===== src/rtl/mips_hazard_fwd_unit_pkg.sv =====
// Shared encodings for the MIPS hazard/forwarding slice: operand-select codes,
// freeze FSM states and the per-channel register-field slicing helper.
package mips_pkg;

    localparam logic [1:0] FWD_NONE = 2'b00;
    localparam logic [1:0] FWD_WB   = 2'b01;
    localparam logic [1:0] FWD_MEM  = 2'b10;

    localparam int unsigned REG_AW_DEFAULT = 5;

    typedef enum logic {
        RUN  = 1'b0,
        WAIT = 1'b1
    } frzState_t;

    // LSB of operand channel ch inside a packed NUM_SRC*aw source bus
    function automatic int unsigned chanLsb(input int unsigned ch, input int unsigned aw);
        return ch * aw;
    endfunction

endpackage


===== src/rtl/mips_hazard_fwd_unit_fwd_sel.sv =====
// Per-channel MEM/WB forwarding comparator; MEM has priority, r0 never forwards,
// and a captured operand always reads the local register.
module mips_fwd_sel
    import mips_pkg::*;
#(
    parameter int unsigned REG_AW = REG_AW_DEFAULT
) (
    input  logic              regWriteMem,
    input  logic              regWriteWb,
    input  logic [REG_AW-1:0] writeRegMem,
    input  logic [REG_AW-1:0] writeRegWb,
    input  logic [REG_AW-1:0] srcReg,
    input  logic              captured,
    output logic [1:0]        sel
);

    logic memHit;
    logic wbHit;

    always_comb begin
        memHit = regWriteMem && (writeRegMem != '0) && (writeRegMem == srcReg);
        wbHit  = regWriteWb  && (writeRegWb  != '0) && (writeRegWb  == srcReg);
        sel    = FWD_NONE;
        if (captured) begin
            sel = FWD_NONE;
        end else if (memHit) begin
            sel = FWD_MEM;
        end else if (wbHit) begin
            sel = FWD_WB;
        end
    end

endmodule


===== src/rtl/mips_hazard_fwd_unit.sv =====
// Hazard and forwarding unit: per-channel operand forwarding, load-use bubbles,
// multi-cycle load freeze with WB operand capture, and a saturating stall counter.
module mips_hazard_fwd_unit
    import mips_pkg::*;
#(
    parameter int unsigned REG_AW   = REG_AW_DEFAULT,
    parameter int unsigned NUM_SRC  = 2,
    parameter int unsigned LOAD_LAT = 1,
    parameter int unsigned CNT_W    = 16
) (
    input  logic                      clk,
    input  logic                      reset,
    input  logic                      RegWriteMEM,
    input  logic                      RegWriteWB,
    input  logic [REG_AW-1:0]         WriteRegMEM,
    input  logic [REG_AW-1:0]         WriteRegWB,
    input  logic                      MemReadMEM,
    input  logic                      MemReadEX,
    input  logic [REG_AW-1:0]         WriteRegEX,
    input  logic [NUM_SRC*REG_AW-1:0] src_ex,
    input  logic [NUM_SRC*REG_AW-1:0] src_id,
    input  logic [NUM_SRC-1:0]        src_id_used,
    output logic [2*NUM_SRC-1:0]      fwd_sel,
    output logic [NUM_SRC-1:0]        ex_capture,
    output logic                      stall_if,
    output logic                      stall_id,
    output logic                      flush_ex,
    output logic                      freeze,
    output logic [CNT_W-1:0]          stall_cnt
);

    localparam logic [3:0] LAST_WCNT = 4'(LOAD_LAT - 1);

    frzState_t          state;
    frzState_t          nextState;
    logic [3:0]         wcnt;
    logic [3:0]         nextWcnt;
    logic               frzRaw;
    logic               srcMatch;
    logic               loadUse;
    logic [NUM_SRC-1:0] captured;

    for (genvar i = 0; i < NUM_SRC; i++) begin : g_chan
        mips_fwd_sel #(
            .REG_AW(REG_AW)
        ) u_sel (
            .regWriteMem(RegWriteMEM),
            .regWriteWb (RegWriteWB),
            .writeRegMem(WriteRegMEM),
            .writeRegWb (WriteRegWB),
            .srcReg     (src_ex[chanLsb(i, REG_AW) +: REG_AW]),
            .captured   (captured[i]),
            .sel        (fwd_sel[2*i +: 2])
        );
    end

    always_comb begin
        srcMatch = 1'b0;
        for (int unsigned i = 0; i < NUM_SRC; i++) begin
            if (src_id_used[i] && (src_id[chanLsb(i, REG_AW) +: REG_AW] == WriteRegEX)) begin
                srcMatch = 1'b1;
            end
        end
        loadUse = MemReadEX && (WriteRegEX != '0) && srcMatch && !reset;
    end

    always_comb begin
        nextState = state;
        nextWcnt  = wcnt;
        frzRaw    = 1'b0;
        case (state)
            RUN: begin
                if (MemReadMEM && (LOAD_LAT > 1)) begin
                    frzRaw    = 1'b1;
                    nextWcnt  = 4'd1;
                    nextState = WAIT;
                end
            end
            WAIT: begin
                if (wcnt == LAST_WCNT) begin
                    nextWcnt  = '0;
                    nextState = RUN;
                end else begin
                    frzRaw   = 1'b1;
                    nextWcnt = wcnt + 4'd1;
                end
            end
            default: nextState = RUN;
        endcase
    end

    // Reset gates the combinational outputs so a mid-freeze reset releases at once
    always_comb begin
        freeze   = frzRaw && !reset;
        stall_if = freeze || loadUse;
        stall_id = freeze || loadUse;
        flush_ex = loadUse && !freeze;
        for (int unsigned i = 0; i < NUM_SRC; i++) begin
            ex_capture[i] = freeze && (state == RUN) && (fwd_sel[2*i +: 2] == FWD_WB);
        end
    end

    always_ff @(posedge clk or posedge reset) begin
        if (reset) begin
            state     <= RUN;
            wcnt      <= '0;
            captured  <= '0;
            stall_cnt <= '0;
        end else begin
            state    <= nextState;
            wcnt     <= nextWcnt;
            captured <= freeze ? (captured | ex_capture) : '0;
            if (stall_id && (stall_cnt != '1)) begin
                stall_cnt <= stall_cnt + CNT_W'(1);
            end
        end
    end

endmodule


===== config.mk =====
export PLATFORM = sky130hd
export DESIGN_NAME = mips_hazard_fwd_unit
export DESIGN_NICKNAME = d
export VERILOG_FILES = /design/src/rtl/mips_hazard_fwd_unit_pkg.sv /design/src/rtl/mips_hazard_fwd_unit_fwd_sel.sv /design/src/rtl/mips_hazard_fwd_unit.sv
export SDC_FILE = /design/constraint.sdc
export NUM_CORES = 1
export LEC_CHECK = 0
export CAP_MARGIN = 25
export CORE_MARGIN = 2
export CORE_UTILIZATION = 35
export CTS_CLUSTER_DIAMETER = 30
export CTS_CLUSTER_SIZE = 40
export DETAILED_ROUTE_END_ITERATION = 8
export PLACE_DENSITY = 0.66
export RECOVER_POWER = 50
export SLEW_MARGIN = 20
export SYNTH_ARGS = -nofsm -noshare
export SYNTH_HDL_FRONTEND = slang
export SYNTH_SLANG_ARGS = --single-unit

===== constraint.sdc =====
create_clock -name clk -period 3 [get_ports clk]
set_clock_uncertainty 0.05 [all_clocks]
set_input_delay 0.3 -clock clk [delete_from_list [all_inputs] [get_ports clk]]
set_output_delay 0.3 -clock clk [all_outputs]
set_load 0.05 [all_outputs]

# Word-level counts from Yosys, hierarchy flattened

Cells that the tools add are included.

Mux-type cells: 12
Add/sub/neg operators: 2
Bitwise operators: 2
Reduce and logical (&&, ||, !) cells: 24
Eq/ne operators: 9

Operators with widths:

| operator                                      | number |
|---|---|
| == test 5 bit                                 | 6 |
| logical AND 1 bit                             | 17 |
| adder 16 x 1 -> 16 bit, second input constant | 1 |
| != test 16 bit, second input constant         | 1 |
| nonzero test 5 bit                            | 3 |
| 2-to-1 mux 2 bit                              | 5 |
| 2-to-1 mux 1 bit                              | 6 |
| adder 4 x 1 -> 4 bit, second input constant   | 1 |
| == test 2 x 1 -> 1 bit, second input constant | 2 |
| zero test 4 bit                               | 1 |
| 2-to-1 mux 4 bit                              | 1 |
| zero test 1 bit                               | 2 |
| bitwise OR 2 bit                              | 1 |
| logical OR 1 bit                              | 1 |
| NOT 1 bit                                     | 1 |

Register bits: 23
Word-level logic and storage cells: 53

# Depth between registers and ports, before layout

Gate-level depths: netlist of run 1.

Depth in word-level cells: 10
Mapped depth: 10
Mapped depth without buffers: 9

# Cells and area by module

From an unflattened synthesis of run 1, not the netlist that was laid out.

Cells, all modules: 169
Area total of the unflattened synthesis: 1565.3 um^2

By module, submodules not included:

| module               | area an instance (um^2) | sequential area each (um^2) | times used | cells an instance |
|---|---|---|---|---|
| mips_hazard_fwd_unit | 1265.0                  | 575.6                       | 1          | 127 |
| mips_fwd_sel         | 150.1                   | 0.0                         | 2          | 21 |

# Worst setup path after synthesis of run 1

No wires, ideal clock.

Kind: flip-flop to output port
From: register wcnt[0]
To: output port flush_ex
Setup slack: 504 ps
Stages on the path, launching flop included: 7
Arrival: 2146 ps
Data required time: 2650 ps
Cell sequence: dfrtp_1 inv_1 ha_1 nand2b_1 o21ai_0 inv_1 nor3_1

Longest elaborated chain between the ends: 6

Ends and longest elaborated chain:

| what                   | RTL line                    | RTL |
|---|---|---|
| from (decl)            | mips_hazard_fwd_unit.sv:36  | `logic [3:0] wcnt;` |
| from (signal assigned) | mips_hazard_fwd_unit.sv:111 | `wcnt <= nextWcnt;` |
| zero test 4 bit        | mips_hazard_fwd_unit.sv:80  | `if (wcnt == LAST_WCNT) begin` |
| 2-to-1 mux 1 bit       | mips_hazard_fwd_unit.sv:80  |  |
| 2-to-1 mux 1 bit       | mips_hazard_fwd_unit.sv:71  | `case (state)` |
| net frzRaw             | mips_hazard_fwd_unit.sv:38  | `logic frzRaw;` |
| logical AND 1 bit      | mips_hazard_fwd_unit.sv:94  | `freeze = frzRaw && !reset;` |
| zero test 1 bit        | mips_hazard_fwd_unit.sv:97  | `flush_ex = loadUse && !freeze;` |
| logical AND 1 bit      | mips_hazard_fwd_unit.sv:97  |  |
| to (decl)              | mips_hazard_fwd_unit.sv:27  | `output logic flush_ex,` |

The timed path passes the listed nets, and every way through them passes these cells.

# Worst setup path in the final report of run 1

From: input port WriteRegMEM[0]
To: output port fwd_sel[0]

Longest elaborated chain between the ends: 5

Ends and longest elaborated chain:

| what                | RTL line                           | RTL |
|---|---|---|
| from (decl)         | mips_hazard_fwd_unit.sv:15         | `input logic [REG_AW-1:0] WriteRegMEM,` |
| nonzero test 5 bit  | mips_hazard_fwd_unit_fwd_sel.sv:21 | `memHit = regWriteMem && (writeRegMem != '0) && (writeRegMem == srcReg);` |
| logical AND 1 bit   | mips_hazard_fwd_unit_fwd_sel.sv:21 |  |
| logical AND 1 bit * | mips_hazard_fwd_unit_fwd_sel.sv:21 |  |
| 2-to-1 mux 2 bit *  | mips_hazard_fwd_unit_fwd_sel.sv:26 | `end else if (memHit) begin` |
| 2-to-1 mux 2 bit *  | mips_hazard_fwd_unit_fwd_sel.sv:24 | `if (captured) begin` |
| to (decl)           | mips_hazard_fwd_unit.sv:23         | `output logic [2*NUM_SRC-1:0] fwd_sel,` |

Every way passes the cells marked *; elsewhere a longest branch is shown, timed or not.

==> run metrics, run 1 <==
hold_buf cts=0; Critical Path RT=2.65 ns; Worst setup EP type=primary output; FP Rows=24; RSZ-0062 raised after global routing=false; worst vdd ir=0.132 mV; status=finished, final reports clean; Area Overhead vs Synth=50.3%; CORE AREA=between 4000 and 5000 µm²; Final period util=0.832; drt wl/cell=12.0 µm; critical path class=in2out; input/output buffers=65; Final Critical Period=2.50 ns; Reg clk slew, reported paths=~0.08 ns; CP startpoint kind=input port; GRT Overall Usage=0.141; TritonCTS buffer count=3; Die ar.=about 5000 µm²; root buf cell=clkbuf_8; R2R Setup Slk=just over 0.9 ns; antenna violations before repair=0; Synth warnings=0; global-route wire length before repair=5620 µm; NumNets Final=approximately 270; TNS Setup=0 ns; slew margin rel.=0.151; Max Slew Vio Count=0; vias in the first global route=approximately 1,400; latest clock arrival within the worst-skew pair=approximately 0.26 ns; leakage=0.950 nW; hold path start=wcnt[3]; share of the synthesized area in the top cell type=0.377; Area contributors post-synth=dfrtp_1 38%, xnor2_1 22%, and3_1 4.1%, nand4_1 4.1%, nand3_1 3.3%; sequential cell area fraction in the yosys report=0.377; maximum clock rate=about 0.40 GHz; initial core utilization=0.358; Cell Area, Synth=roughly 1500 µm²; Max Cap Viol=0; crit-path max FO=4; via/cell ratio=roughly 4.8; worst flop-to-flop path endpoint=stall_cnt[1]; Resized Gates After CTS=0; DRC viols=0; Chip Height=70.0 µm; DRT iter0 DRCs=62; detailed placer's ending HPWL=2810 µm; Fin. Hold Viols=0; share of cells above drive strength 1=0.0796; total clock sinks=23; r2r startpoint=wcnt[0]; reg2reg path depth=8; Yosys cell types=31; largest area contributor in the netlist=dfrtp_1; filler cell count=roughly 430; Yosys reg bits=23; Worst Hold Path EP=wcnt[3]; Die Span X=70.0 µm; Post-CTS Setup Bufs=0; Worst Tran Pin Value=roughly 1.3 ns; PwrDens=315 nW/µm²; DR pass1 iterations=4; H-tree depth=1; # setup viols final=0; Finished Cell Area=2290 µm²; largest net degree at the start of global routing=26; CTS tree=built; IO Count=about 70; Placed Area=about 2300 µm²; Critical Path AT=around 2.2 ns; hold path depth=1; Via Count=1,345; Mapped Avg Cell Area=9.53 µm²; routed wire length=between 3000 and 4000 µm; grt ovf=0; HP Class=reg2reg; GP Congestion=0.767; clock buffer depth=2; Mapped Cells=160; Ant. Diodes=0; Post-DRT Antenna Nets=0
==> through the flow <==
| stage | utilization | setup slack (ns) | power (mW) | instances | hold WS [ns] |
|---|---|---|---|---|---|
| after CTS | 0.538 | 0.462 | 0.736 | 278 | 0.421 |
| after global routing | 0.538 | 0.428 | 0.759 | 278 | 0.439 |
| after detailed placement | 0.528 | 0.471 | 0.542 | 274 | 0.410 |
| after floorplan | - | 0.504 | 0.441 | 161 | 0.271 |
| final | 0.538 | 0.504 | 0.722 | 278 | 0.422 |
| after global placement | 0.528 | 0.483 | 0.539 | 274 | 0.404 |
==> sequential cells by signal, summed over array words and instances (netlist names) <==
signal     flops
state          1
stall_cnt     16
wcnt           4
captured       2
==> area by class of cell <==
class | count | area [µm²] | share of cell area
Timing Repair Buffer | 67 | 694 | 0.303
Clock buffer | 4 | 45.0 | 0.0197
Multi-Input combinational cell | 127 | 893 | 0.390
Inverter | 5 | 18.8 | 0.00819
Sequential cell | 23 | 576 | 0.251
Tap cell | 52 | 65.1 | 0.0284
==> routing by layer <==
metal,wire length (µm),global-route usage
met5,0,0
met1,1420,0.157
met4,61,0.0470
met3,234,0.0361
met2,1630,0.258
==> critical path: stages <==
cell and delay (ns):
clkdlybuf4s50_1 0.48, or4_1 0.55, o21ai_0 0.40, o31a_1 0.26, buf_12 0.15
==> layout by cell type (no fill, tap or decap), drive strengths merged <==
cell           count
dfrtp             23
and4               2
mux2i              1
mux2               3
nor4               5
and3              10
o21ai              6
nor2               6
inv                5
or4                3
o31a               2
nand4             10
nand2             12
xor2               3
o22ai              1
ha                 3
nor3               2
xnor2             38
a31oi              1
nand2b             2
dlygate4sd3        6
buf                8
conb               2
clkbuf             5
a21oi              4
nand3             11
clkdlybuf4s50     52
==> how the worst max path moves through the flow <==
stage | start | end | slack [ns] | cells past startpoint
floorplan | wcnt[0] | flush_ex | 0.50 | 6
global placement | WriteRegEX[0] | stall_cnt[1] | 0.48 | 7
detailed placement | WriteRegMEM[0] | fwd_sel[0] | 0.47 | 5
CTS | WriteRegMEM[0] | fwd_sel[0] | 0.46 | 5
global route | WriteRegMEM[0] | fwd_sel[0] | 0.43 | 5
finish | WriteRegMEM[0] | fwd_sel[0] | 0.50 | 5
==> cell usage after synthesis <==
| master | n |
|---|---|
| a21oi_1 | 3 |
| a21oi_4 | 1 |
| a31oi_1 | 1 |
| and3_1 | 10 |
| and4_1 | 2 |
| buf_4 | 3 |
| buf_6 | 1 |
| clkbuf_1 | 2 |
| conb_1 | 1 |
| dfrtp_1 | 23 |
| ha_1 | 3 |
| inv_1 | 5 |
| mux2_2 | 3 |
| mux2i_1 | 1 |
| nand2_1 | 12 |
| nand2b_1 | 2 |
| nand3_1 | 10 |
| nand3_2 | 1 |
| nand4_1 | 10 |
| nor2_1 | 5 |
| nor2_2 | 1 |
| nor3_1 | 1 |
| nor3_2 | 1 |
| nor4_1 | 5 |
| o21ai_0 | 5 |
| o21ai_1 | 1 |
| o22ai_1 | 1 |
| o31a_1 | 2 |
| or4_1 | 3 |
| xnor2_1 | 38 |
| xor2_1 | 3 |
==> power breakdown <==
group	switching (mW)	leakage (nW)	total (mW)	internal, mW
combinational	0.101	0.607	0.203	0.102
sequential	0.00982	0.320	0.329	0.319
clock	0.0960	0.0228	0.191	0.0947
==> cell families after synthesis <==
logic type / share of synthesized area
other: 0.00246
muxes: 0.0287
AOI/OAI and AO/OA: 0.0599
and+or+nand+nor: 0.232
xor gates and xnor gates: 0.235
buffers and inverters: 0.0394
adders and majority gates: 0.0246
DFF: 0.377
Note: power is estimated with default switching activity, not from simulation.
==> run 2: changes to the inputs <==
==> constraint.sdc (replaced) <==
create_clock -name clk -period 2.4 [get_ports clk]
set_clock_uncertainty 0.05 [all_clocks]
set_input_delay 0.24 -clock clk [delete_from_list [all_inputs] [get_ports clk]]
set_output_delay 0.24 -clock clk [all_outputs]
set_load 0.05 [all_outputs]
==> run 2 against run 1 <==
Power up 25%. Worst hold slack better by 0.026 ns. Clock power up 21%. Global-route usage up 1.2 points. Non-clock buffer count up 4. Combinational power up 28%. Sequential share of layout area down 0.51 points. Final area up 2.1%. Clock-buffer cell count unchanged. Worst setup slack worse by 0.38 ns. Register-to-register slack worse by 0.60 ns. Die area unchanged. Critical endpoint is now stall_if. Largest power group unchanged. Highest routed layer unchanged.
==> run metrics, run 2 (synthesized netlist as in run 1, its figures left out) <==
status=finished, final reports clean; Max Slew Vio Count=0 (unchanged); crit path cell chain=clkdlybuf4s50_1, or4_1, o21ai_1, inv_1, a21oi_4, nor2_2, buf_12; vias in the first global route=1,407 (+3.6%); Worst setup EP type=primary output; CTS tree=built; input/output buffers=65 (unchanged); Die ar.=4900 µm² (unchanged); r2r startpoint=wcnt[0]; Placed Area=2300 µm² (+2.0%); crit-path max FO=5 (+1); largest net degree at the start of global routing=26 (unchanged); FP Rows=24 (unchanged); hold_buf cts=0 (unchanged); worst slack, placed=-0.0156 ns (-0.487 ns); Die Span X=70.0 µm (unchanged); drt wl/cell=12.7 µm (+5.2%); PwrDens=386 nW/µm² (+22%); Area Overhead vs Synth=53.4%; initial core utilization=0.358 (unchanged); fin cells=282 (+1.4%); grt ovf=0 (unchanged); Reg clk slew, reported paths=0.07 ns (about the same); critical path class=in2out; routed wire length=3570 µm (+6.7%); via/cell ratio=4.97 (+2.7%); Chip Height=70.0 µm (unchanged); Post-Place Cells=278 (+1.5%); Crit path max-delay family=buffers and inverters; most common cell after layout, fill and taps aside=clkdlybuf4s50_1; worst path bufs/invs=3 (+1); total clock sinks=23 (unchanged); Critical Path RT=2.11 ns (-0.54 ns); Post-CTS Setup Bufs=0 (unchanged); slew margin rel.=0.132 (-0.0194); CORE AREA=4260 µm² (unchanged); clock buffer depth=2 (unchanged); antenna violations before repair=0 (unchanged); HP Class=reg2reg; Largest Register=stall_cnt; IO Count=69 (unchanged); hold path depth=1 (unchanged); Final Critical Period=roughly 2.3 ns; filler cell count=404 (-5.8%); Fin. Hold Viols=0 (unchanged); max reg flops=16 (unchanged); TritonCTS buffer count=3 (unchanged); Critical Path AT=1.99 ns (-0.16 ns); multi-input combinational cell area=901 µm² (+0.84%); NumNets Final=277 (+1.5%); register area=576 µm² (unchanged); Power Total=0.902 mW (+25%); CP Depth=7 (+2); Ant. Diodes=0 (unchanged); Max Cap Viol=0 (unchanged); most frequent cells in the layout=52 x clkdlybuf4s50_1, 38 x xnor2_1, 23 x dfrtp_1; DR pass1 iterations=4 (unchanged); maximum clock rate=0.438 GHz; global-route wire length before repair=6140 µm (+9.2%); DRC viols=0 (unchanged); CP startpoint kind=input port; share of cells above drive strength 1=0.109 (+0.0290); DRT iter0 DRCs=49 (-21%); detailed placer's ending HPWL=2950 µm (+4.9%); Post-DRT Antenna Nets=0 (unchanged); # setup viols final=0 (unchanged); H-tree depth=1 (unchanged); Slowest-stage cell, CP=or4_1; Via Count=1,401 (+4.2%); leakage=0.975 nW (+2.6%); worst vdd ir=0.196 mV (+48%); hold path start=stall_cnt[6]; Final period util=0.950; Resized Gates After CTS=0 (unchanged); setup slack after layout=0.119 ns (-0.384 ns); GP Congestion=0.777 (+1.4%); Critical Path Max Stage Delay=0.54 ns (about the same); RSZ-0062 raised after global routing=false; reg2reg path depth=8 (unchanged); GRT Overall Usage=0.152 (+0.0116); root buf cell=clkbuf_8; Worst Tran Pin Value=1.30 ns (+0.0291 ns); worst setup path start=WriteRegEX[0]; latest clock arrival within the worst-skew pair=0.26 ns (about the same); Finished Cell Area=2340 µm² (+2.1%); largest registers=stall_cnt: 16 flops, wcnt: 4 flops, captured: 2 flops
run 2: worst register-to-register path: stages (launching register included):
cell      delay [ns]
dfrtp_1         0.38
inv_1           0.08
ha_1            0.19
nand2b_1        0.09
o21ai_0         0.11
inv_1           0.20
a21oi_4         0.07
nor2_2          0.43
mux2_2          0.39
run 2: worst paths after layout:
path / endpoint / slack, ns
min in group asynchronous: captured[1] / 0.92
setup reg to reg: stall_cnt[1] / 0.31
max in group asynchronous: stall_cnt[12] / 0.62
hold reg to reg: stall_cnt[6] / 0.45
setup / recovery: stall_if / 0.12
hold / removal: stall_cnt[6] / 0.45
run 2: metrics by stage:
stage / utilization / hold slack [ns] / setup TNS (ns)
2_1_floorplan: - / 0.211 / -0.00395
3_3_place_gp: 0.538 / 0.410 / 0
3_5_place_dp: 0.538 / 0.444 / -0.0156
4_1_cts: 0.549 / 0.458 / 0
5_1_grt: 0.549 / 0.470 / 0
6_report: 0.549 / 0.447 / 0
run 2: layout make-up:
cell class                      instances  share of cell area
Inverter                                5             0.00802
Clock buffer                            4              0.0193
Multi-Input combinational cell        127               0.385
Timing Repair Buffer                   71               0.314
Sequential cell                        23               0.246
Tap cell                               52              0.0278
run 2: routing by layer:
| metal | wire (µm) | up-vias | track usage |
|---|---|---|---|
| met4 | 103 | 0 | 0.0620 |
| met1 | 1520 | 645 | 0.188 |
| met3 | 258 | 10 | 0.0418 |
| met5 | 0 | - | 0 |
| met2 | 1690 | 46 | 0.251 |
| li1 | - | 700 | - |
run 2: power by group:
part | total (mW) | internal (mW) | switching (mW)
clock | 0.232 | 0.118 | 0.113
sequential | 0.412 | 0.399 | 0.0129
combinational | 0.259 | 0.132 | 0.127
total | 0.902 | 0.649 | 0.254
